## src/rtl/register_file_param_pkg.sv

```systemverilog
// Shared defaults, read-latency encodings and read-source selection for the
// parametrised register file.
package register_file_param_pkg;

  localparam int DEFAULT_DATA_W = 8;
  localparam int DEFAULT_ADDR_W = 2;

  localparam int READ_LAT_COMB = 0;
  localparam int READ_LAT_REG  = 1;

  typedef enum logic [1:0] {
    SRC_MEM,
    SRC_BYPASS,
    SRC_ZERO
  } readSrc_e;

  // The hardwired zero entry wins over forwarding.
  function automatic readSrc_e selectSource(input logic isZero, input logic isBypass);
    if (isZero) begin
      return SRC_ZERO;
    end
    if (isBypass) begin
      return SRC_BYPASS;
    end
    return SRC_MEM;
  endfunction

endpackage

```

## src/rtl/register_file_param_read_port.sv

```systemverilog
// One read port: address mux, zero-register and forwarding selection, and an
// optional output register that clears asynchronously.
module register_file_param_read_port
  import register_file_param_pkg::*;
#(
  parameter int DATA_W   = DEFAULT_DATA_W,
  parameter int ADDR_W   = DEFAULT_ADDR_W,
  parameter int READ_LAT = READ_LAT_COMB,
  parameter int BYPASS   = 1,
  parameter int ZERO_REG = 0
) (
  input  logic                                clk,
  input  logic                                rst_n,
  input  logic [2**ADDR_W-1:0][DATA_W-1:0]    memData,
  input  logic [2**ADDR_W-1:0]                written,
  input  logic                                writeLegal,
  input  logic [ADDR_W-1:0]                   writeAddr,
  input  logic [DATA_W-1:0]                   writeData,
  input  logic [ADDR_W-1:0]                   readAddr,
  output logic [DATA_W-1:0]                   readData,
  output logic                                readValid
);

  logic              isZero;
  logic              isBypass;
  readSrc_e          src;
  logic [DATA_W-1:0] effData;
  logic              effValid;
  logic [DATA_W-1:0] dataReg;
  logic              validReg;

  assign isZero   = (ZERO_REG != 0) && (readAddr == '0);
  assign isBypass = (BYPASS != 0) && writeLegal && (writeAddr == readAddr);

  always_comb begin
    src      = selectSource(isZero, isBypass);
    effData  = memData[readAddr];
    effValid = written[readAddr];
    case (src)
      SRC_ZERO: begin
        effData  = '0;
        effValid = 1'b1;
      end
      SRC_BYPASS: begin
        effData  = writeData;
        effValid = 1'b1;
      end
      default: begin
      end
    endcase
  end

  always_ff @(posedge clk or negedge rst_n) begin
    if (!rst_n) begin
      dataReg  <= '0;
      validReg <= 1'b0;
    end else begin
      dataReg  <= effData;
      validReg <= effValid;
    end
  end

  // The combinational path is forced to zero during reset so a pending
  // forward or the zero entry cannot leak out while rst_n is low.
  assign readData  = (READ_LAT == READ_LAT_REG) ? dataReg  : (rst_n ? effData  : '0);
  assign readValid = (READ_LAT == READ_LAT_REG) ? validReg : (rst_n && effValid);

endmodule

```

## src/rtl/register_file_param.sv

```systemverilog
// Parametrised register file: one write port, two read ports, sticky per-entry
// written flags, optional forwarding, optional hardwired zero entry.
module register_file_param
  import register_file_param_pkg::*;
#(
  parameter int DATA_W   = DEFAULT_DATA_W,
  parameter int ADDR_W   = DEFAULT_ADDR_W,
  parameter int READ_LAT = READ_LAT_COMB,
  parameter int BYPASS   = 1,
  parameter int ZERO_REG = 0
) (
  input  logic              clk,
  input  logic              rst_n,
  input  logic              RegWrite,
  input  logic [ADDR_W-1:0] WriteR,
  input  logic [DATA_W-1:0] WriteD,
  input  logic [ADDR_W-1:0] Read1,
  input  logic [ADDR_W-1:0] Read2,
  output logic [DATA_W-1:0] ReadD1,
  output logic [DATA_W-1:0] ReadD2,
  output logic              Valid1,
  output logic              Valid2
);

  localparam int N = 2**ADDR_W;

  logic [N-1:0][DATA_W-1:0] memData;
  logic [N-1:0]             written;
  logic [N-1:0]             writeEn;
  logic                     writeLegal;

  // Writes to the hardwired zero entry are dropped before decode.
  assign writeLegal = RegWrite && !((ZERO_REG != 0) && (WriteR == '0));

  generate
    for (genvar gi = 0; gi < N; gi++) begin : gEntry
      logic [DATA_W-1:0] entryReg;
      logic              flagReg;

      assign writeEn[gi] = writeLegal && (WriteR == ADDR_W'(gi));

      always_ff @(posedge clk or negedge rst_n) begin
        if (!rst_n) begin
          entryReg <= '0;
          flagReg  <= 1'b0;
        end else if (writeEn[gi]) begin
          entryReg <= WriteD;
          flagReg  <= 1'b1;
        end
      end

      assign memData[gi] = entryReg;
      assign written[gi] = flagReg;
    end
  endgenerate

  register_file_param_read_port #(
    .DATA_W(DATA_W), .ADDR_W(ADDR_W), .READ_LAT(READ_LAT),
    .BYPASS(BYPASS), .ZERO_REG(ZERO_REG)
  ) uPort1 (
    .clk(clk), .rst_n(rst_n), .memData(memData), .written(written),
    .writeLegal(writeLegal), .writeAddr(WriteR), .writeData(WriteD),
    .readAddr(Read1), .readData(ReadD1), .readValid(Valid1)
  );

  register_file_param_read_port #(
    .DATA_W(DATA_W), .ADDR_W(ADDR_W), .READ_LAT(READ_LAT),
    .BYPASS(BYPASS), .ZERO_REG(ZERO_REG)
  ) uPort2 (
    .clk(clk), .rst_n(rst_n), .memData(memData), .written(written),
    .writeLegal(writeLegal), .writeAddr(WriteR), .writeData(WriteD),
    .readAddr(Read2), .readData(ReadD2), .readValid(Valid2)
  );

endmodule

```

## config.mk

```make
export PLATFORM = sky130hd
export DESIGN_NAME = register_file_param
export DESIGN_NICKNAME = d
export VERILOG_FILES = /design/src/rtl/register_file_param_pkg.sv /design/src/rtl/register_file_param_read_port.sv /design/src/rtl/register_file_param.sv
export SDC_FILE = /design/constraint.sdc
export NUM_CORES = 1
export LEC_CHECK = 0
export CAP_MARGIN = 20
export CORE_ASPECT_RATIO = 0.75
export CORE_UTILIZATION = 43
export DETAILED_ROUTE_END_ITERATION = 10
export MAX_ROUTING_LAYER = met4
export PLACE_DENSITY = 0.64
export SYNTH_ARGS = -nofsm -noshare
export SYNTH_HDL_FRONTEND = slang
export SYNTH_SLANG_ARGS = --single-unit
```

## constraint.sdc

```tcl
create_clock -name clk -period 1.48 [get_ports clk]
set_input_delay 0.148 -clock clk [delete_from_list [all_inputs] [get_ports clk]]
set_output_delay 0.148 -clock clk [all_outputs]
set_load 0.02 [all_outputs]
```

; ---- Word-level counts from Yosys, hierarchy flattened
; Cells that the tools add are included.
[totals]
ff_bits = 36
inputBits = 17
out_inout_bits = 18
elab_cells = 50
[classes]
n_lt_le_gt_ge = 2
n_eq_ne = 9
mux = 20
n_reduce_logical = 11
[op_table]
columns = operator, count
row1 = $bmux W8 S2, 2
row2 = $mux W8, 4
row3 = $pmux W8 S2, 2
row4 = $eq A2 B2 Y1 const B, 4
row5 = $logic_and A1 B1 Y1, 8
row6 = $mux W2, 4
row7 = $eq A2 B1 Y1 const B, 3
row8 = $lt A2 B3 Y1 const B, 2
row9 = $mux W1, 6
row10 = $bmux W1 S2, 2
row11 = $eq A2 B2 Y1, 2
row12 = $reduce_or A2 Y1, 2
row13 = $logic_not A2 Y1, 1

; ---- Longest topological paths before layout
[depth]
word_depth = 8
ltp_mapped = 4
mapped_depth_nobuf = 3

; ---- By module
; Synthesis repeated with hierarchy kept, for this count alone.
[hier_totals]
hier_cells = 162
hier_area_um2 = 2353.5
[modules_own_cells]
columns = module, instances, cells_each, area_per_inst_um2, seq_area_each_um2
row1 = register_file_param, 1, 76, 1337.5, 900.9
row2 = register_file_param_read_port, 2, 43, 508.0, 0.0

; ---- Least setup slack after synthesis
; Ideal clock, no wire load.
[synth_timing]
path_type = register -> output
startpoint = register gEntry[1].entryReg[7]
endpoint = output port ReadD2[7]
t_arrival_ns = 1.091
required_ns = 1.332
slack_ns = 0.241
stages_incl_launch_ff = 4
path_buffers = 0
cell_sequence = dfrtp_1 -> mux4_1 -> o31ai_1 -> a21boi_1
[synth_via]
elab_chain_cells = 4
[synth_rtl]
columns = item, line_no
row1 = "start, declared", register_file_param.sv:37  ; logic [DATA_W-1:0] entryReg;
row2 = "start signal, assigned", register_file_param.sv:47  ; entryReg <= WriteD;
row3 = $bmux W8 S2, register_file_param_read_port.sv:37  ; effData = memData[readAddr];
row4 = $mux W8 (implied by the code), register_file_param_read_port.sv:37
row5 = $pmux W8 S2, register_file_param_read_port.sv:39  ; case (src)
row6 = $mux W8, register_file_param_read_port.sv:65  ; assign readData = (READ_LAT == READ_LAT_REG) ? dataReg : (rst_n ? effData : '0);
row7 = "end, declared", register_file_param.sv:20  ; output logic [DATA_W-1:0] ReadD2,
; Every way passes these cells. The select of a mux whose other input is x is not followed.

; ---- Final worst setup path
[layout_timing]
startpoint = register gEntry[3].entryReg[7]
endpoint = output port ReadD2[7]
[layout_via]
elab_chain_cells = 4
[layout_rtl]
columns = item, line_no
row1 = "start, declared", register_file_param.sv:37
row2 = "start signal, assigned", register_file_param.sv:47
row3 = $bmux W8 S2, register_file_param_read_port.sv:37
row4 = $mux W8 (implied by the code), register_file_param_read_port.sv:37
row5 = $pmux W8 S2, register_file_param_read_port.sv:39
row6 = $mux W8, register_file_param_read_port.sv:65
; Every way passes these cells. The select of a mux whose other input is x is not followed.

==> flow_metrics.py <==
metrics = {
    "status": {
        "status": "complete, but fails checks",
        "violations": "setup timing",
    },
    "worst_setup_path": {
        "start_kind": "flop",
        "critPathMaxStageDelay_ps": 510,
        "crit_family": "multiplexers",
        "crit_type": "reg2out",
        "worstPathCellList": "mux4_2 -> o31ai_2 -> a21boi_1 -> buf_4",
        "r2r_slack_ps": 460,
        "critPathRequiredTime_ps": 1330,
        "crit_buf_inv": 1,
        "crit_slowest_cell": "mux4_2",
        "cp_max_fo": 3,
        "cp-end-kind": "primary output",
        "arrival_ps": 1570,
    },
    "grt": {
        "grt-ovfl-total": 0,
        "grt_max_degree": 21,
        "antenna_found_initial": 0,
        "grtUsageTotal_pct": 30.34,
        "grt_pass1_vias": 2134,
        "grt_pass1_wl_mm": 11.96,
    },
    "synthesis": {
        "synthesis.nets": 182,
        "ys_top_cells_by_area": "dfrtp_1, mux2_2, mux4_2",
        "synthesis.area_mm2": 0.002360,
        "synth.distinct_cells": 21,
        "ys_seq_area_share_pct": 38.18,
        "synth-seq-cells": 36,
        "yosysTopAreaCell": "dfrtp_1",
        "synthCells": 165,
        "yosysWarnings": 0,
        "syn_area_per_cell_um2": 14.30,
        "netlist.area_leader.share_pct": 38.18,
    },
    "detailed_routing": {
        "wirelength_mm": 7.299,
        "route.detailed.drc": 0,
        "avgRoutedWirePerCell_um": 22.60,
        "dr.pass1.iters": 4,
        "antenna_left": 0,
        "drtIter0Drc": 122,
        "num_vias": 1953,
        "viasPerCell": 6.046,
    },
    "layout": {
        "area_growth_pct": 46.24,
        "n_fill_cell": 360,
        "antenna_cells": 0,
        "multi_input_area_mm2": 0.001478,
        "seqCellArea_um2": 900.9,
        "drive_gt1_share_pct": 61.35,
        "final_core_util_pct": 67.76,
        "fin_nets": 267,
    },
    "sta": {
        "clock_skew_ps": 0,
        "final-setup-viol-count": 26,
        "rsz0062_at_grt": "true",
        "tightest_slew_ps": 601.5,
        "hold_viol_final": 0,
        "max_freq_mhz": 581.8,
        "period_share_pct": 116.1,
        "setup_slack_ps": -238.8,
        "min_period_ps": 1719,
        "slew_headroom_pct": 59.77,
        "fin_tns_setup_ps": -3958,
        "finalMaxSlewViolations": 0,
    },
    "clocking": {
        "cts.path.max_buffers": 2,
        "cts_tree": "done",
        "cts.sinks": 36,
        "clkTransAtPathRegs_ps": 80,
        "numCtsBuffers": 5,
        "insertion_delay_ps": 290,
        "ctsRootBufferMaster": "clkbuf_8",
        "h-tree-depth": 2,
    },
    "pwr": {
        "power_frac_comb_pct": 39.0,
        "p_sw_uw": 1074,
        "power.share.clock_pct": 22.6,
        "vdd_drop_max_v": 0.0006559,
        "swShare_pct": 32.35,
        "power_leakage_uw": 0.001394,
        "p_int_uw": 2246,
        "powerDensity_mw_per_mm2": 962.0,
        "pwr-share-seq_pct": 38.4,
    },
    "floorplan": {
        "die_h_um": 66.16,
        "core_area_mm2": 0.005092,
        "start_util_pct": 46.34,
        "die_w_um": 87.54,
        "dieArea_mm2": 0.005791,
        "rows": 22,
        "num_io_pins": 35,
    },
    "placement": {
        "dp.final_hpwl_mm": 4.629,
        "place.gp.congestion": 0.8261,
        "io_buffers": 34,
    },
    "flow_run": {
        "drv_cap": 0,
    },
    "worst_hold_path": {
        "hp-class": "reg2reg",
    },
}
## metal layers
metal	up-vias	part of all wire, %	global-route usage (%)
met5	-	0	-
met4	0	2.8	13.73
met3	18	7.5	7.116
met2	91	48	44.43
met1	998	41	40.41
li1	846	-	-
## cell usage after synthesis, drive strengths merged
cell type and count:
mux2 32, nand4 16, nand3 1, or2 1, dfrtp 36, xor2 4, nand3b 2, inv 1
xnor2 4, nand2b 3, nor3 3, buf 8, o31ai 16, o21a 2, clkbuf 2, a21boi 16
mux4 18
## what timing repair did
| action | in CTS | in global routing |
|---|---|---|
| buffers inserted | 12 | 2 |
| setup endpoints to repair | 26 | 26 |
| resized for setup | 115 | 14 |
| hold buffers | 2 | 0 |
| gates cloned | 2 | 0 |
| hold endpoints to repair | 17 | 0 |
| pin swaps | 10 | 10 |
## cells in the final DEF, fill, tap and decap left out, types with 6 or more instances in the layout
master	count
buf_4	43
dfrtp_1	36
mux2_2	32
mux4_2	18
nand4_1	16
a21boi_1	12
o31ai_1	11
buf_6	10
buf_12	10
clkdlybuf4s50_1	9
buf_2	8
clkbuf_8	6
## through the flow
step / area [µm²] / std cells / worst slack, ps / hold slack [ps] / total power, µW
2_1_floorplan: 2360 / 165 / 241.1 / -147.6 / 1918
3_3_place_gp: 3077 / 297 / -799.0 / 97.65 / 2352
3_5_place_dp: 3077 / 297 / -885.6 / 100.3 / 2399
4_1_cts: 3371 / 321 / -220.3 / 496.9 / 3231
5_1_grt: 3451 / 323 / -309.4 / 524.0 / 3473
6_report: 3451 / 323 / -238.8 / 503.2 / 3320
## cell type report
class                   count  area share, %
inverters                   1         0.2538
clock inverters             2         0.2901
multi-input cells         118          42.82
flip-flops and latches     36          26.11
well taps                  72          2.611
repair buffers             88          25.53
clock buffers               6          2.393
## flip-flops by register name (all words and copies together), names as in the netlist
signal           count
gEntry.entryReg     32
gEntry.flagReg       4
## power by group through the flow
stage | Combinational (µW) | Clock [µW] | Sequential [µW]
final | 1290 | 751 | 1270
after global routing | 1360 | 815 | 1300
after CTS | 1200 | 756 | 1270
after detailed placement | 1110 | 0 | 1290
after global placement | 1080 | 0 | 1270
after floorplan | 677 | 0 | 1240
## worst paths after layout
path                                                    from  depth (start not counted)                                end
hold reg to reg                gEntry[3].flagReg$_DFFE_PN0P_                          1      gEntry[3].flagReg$_DFFE_PN0P_
setup / recovery           gEntry[3].entryReg[7]$_DFFE_PN0P_                          4                          ReadD2[7]
min in group asynchronous                              rst_n                          3  gEntry[2].entryReg[3]$_DFFE_PN0P_
hold / removal                 gEntry[3].flagReg$_DFFE_PN0P_                          1      gEntry[3].flagReg$_DFFE_PN0P_
max in group asynchronous                              rst_n                          4  gEntry[2].entryReg[1]$_DFFE_PN0P_
setup reg to reg           gEntry[3].entryReg[3]$_DFFE_PN0P_                          3  gEntry[3].entryReg[3]$_DFFE_PN0P_
## kinds of logic (layout without fill, tap and decap cells)
logic type      Yosys count  after routing  synth area share (%)
simple gates             26             26                 7.795
xor+xnor                  8              8                 6.946
mux                      50             50                 32.77
compound gates           34             34                 10.82
buf+inv                  11             97                 3.499
flops                    36             36                 38.18
Note: power is estimated with default switching activity, not from simulation.
==> RTL edit (config.mk and constraints unchanged) <==
Set the package constant `DEFAULT_ADDR_W` to 4 (it was 2).
--- a/src/rtl/register_file_param_pkg.sv
+++ b/src/rtl/register_file_param_pkg.sv
@@ -5,3 +5,3 @@
   localparam int DEFAULT_DATA_W = 8;
-  localparam int DEFAULT_ADDR_W = 2;
+  localparam int DEFAULT_ADDR_W = 4;
 
Ports: changed (resized Read1, Read2 and WriteR); port bits go from 35 to 41. The function was not compared with the original's and may differ.
==> RTL edit against the original RTL <==
The run still ends with negative setup slack left; via count grew to 2.7 times the old value; routed wire length grew to 3.1 times the old value; count of clock-buffer cells in the layout grew 15; final cell count grew to 2.8 times the old value; sequential cell count grew 108; setup slack lost 0.48 ns; cell area grew to 3.0 times the old value; sequential power grew to 4.3 times the old value; area after synthesis grew to 3.4 times the old value; total power grew to 4.0 times the old value.
==> RTL edit: results (changes against the original RTL) <==
Synth area leaders = dfrtp_1 45%, mux2_2 16%, mux4_2 15%
port bufs = 40 (+18%)
first-pass GRT wire length = 35500 um (+200%)
failing checks = negative setup slack
Post-Place Worst Slack = -1.00 ns (-0.116 ns)
Yosys cell types = 34 (+62%)
Vias per Instance = 5.95 (-1.6%)
Clock Latency Late Sink = 0.42 ns (+0.13 ns)
Final HPWL DP = 15800 um (+240%)
routability congestion estimate = 0.924 (+12%)
Regs by FF count = gEntry.entryReg: 128 flops, gEntry.flagReg: 16 flops
Hold Crit Class = primary input to async pin
WHS = 0.0407 ns (-0.463 ns)
reg2reg end = gEntry[8].entryReg[7]
crit path DAT = 2.05 ns (+0.48 ns)
status = complete, but fails checks
root buf cell = clkbuf_16
worst-margin pin slew = 0.686 ns (+0.0843 ns)
H-tree depth = 4 (+2)
Setup Viol. Count Final = 18 (-31%)
drt wl/cell = 25.2 um (+12%)
crit path setup slack, layout = -0.714 ns (-0.476 ns)
Post-Syn Instances = 529 (+220%)
worst flop-to-flop path startpoint = gEntry[8].entryReg[7]
Leak Pwr = 4.30 nW (+210%)
largest net degree at the start of global routing = 54 (+160%)
dpl cells = 851 (+190%)
RTL edit: worst min-delay path, cell delays in order:
cell	delay, ns
buf_6	0.08
buf_4	0.20
buf_4	0.49
RTL edit: final cells by class:
class / count / area (um2)
Fill cell: 1438 / 7700
Multi-Input combinational cell: 342 / 4320
Sequential cell: 144 / 3600
Timing Repair Buffer: 136 / 1430
Clock buffer: 21 / 460
Tap cell: 242 / 303
Clock inverter: 11 / 109
Inverter: 1 / 3.75
RTL edit: what timing repair did:
item	CTS	global route
hold buffers	1	0
gates resized for setup	127	17
pin swaps	30	17
setup buffers	7	6
setup endpoints to repair	124	66
endpoints found under the hold margin	47	0
RTL edit: worst max path at each step:
stage | start | end | slack (ns) | cells past startpoint
2_1_floorplan | Read1[0] | ReadD1[2] | -0.03 | 6
3_3_place_gp | Read1[1] | ReadD1[3] | -0.98 | 7
3_5_place_dp | Read1[1] | ReadD1[6] | -1.00 | 5
4_1_cts | gEntry[9].entryReg[4] | ReadD2[4] | -0.74 | 5
5_1_grt | gEntry[9].entryReg[4] | ReadD2[4] | -0.73 | 5
6_report | gEntry[9].entryReg[4] | ReadD2[4] | -0.71 | 5
RTL edit: logic make-up (layout without fill, tap and decap cells):
logic type / Yosys count / count (layout) / synth area share (%)
AO/OA/AOI/OAI: 52 / 52 / 5.12
XOR/XNOR: 8 / 8 / 0.874
buffers and inverters: 43 / 169 / 3.26
flip-flops: 144 / 144 / 45.0
multiplexers: 206 / 206 / 40.6
AND/OR/NAND/NOR: 76 / 76 / 5.17
RTL edit: where the power goes:
| group | switching, mW | total, mW | internal (mW) |
|---|---|---|---|
| registers | 0.660 | 5.50 | 4.84 |
| clock network | 1.71 | 4.12 | 2.41 |
| logic | 1.42 | 3.69 | 2.27 |
RTL edit: layer usage:
metal / up-vias / wire (um) / global-route usage, %
met1: 2874 / 10200 / 35.8
met4: 0 / 504 / 10.5
met3: 41 / 1240 / 5.93
met2: 153 / 10600 / 38.4
li1: 2271 / - / -
met5: - / 0 / -
RTL edit: through the flow:
step,utilization (%),TNS [ns],cell area [um2]
2_1_floorplan,-,-0.298,8180
3_3_place_gp,52.8,-79.43,9460
3_5_place_dp,52.8,-81.86,9460
4_1_cts,56.4,-11.35,10100
5_1_grt,57.1,-11.92,10200
6_report,57.1,-10.90,10200
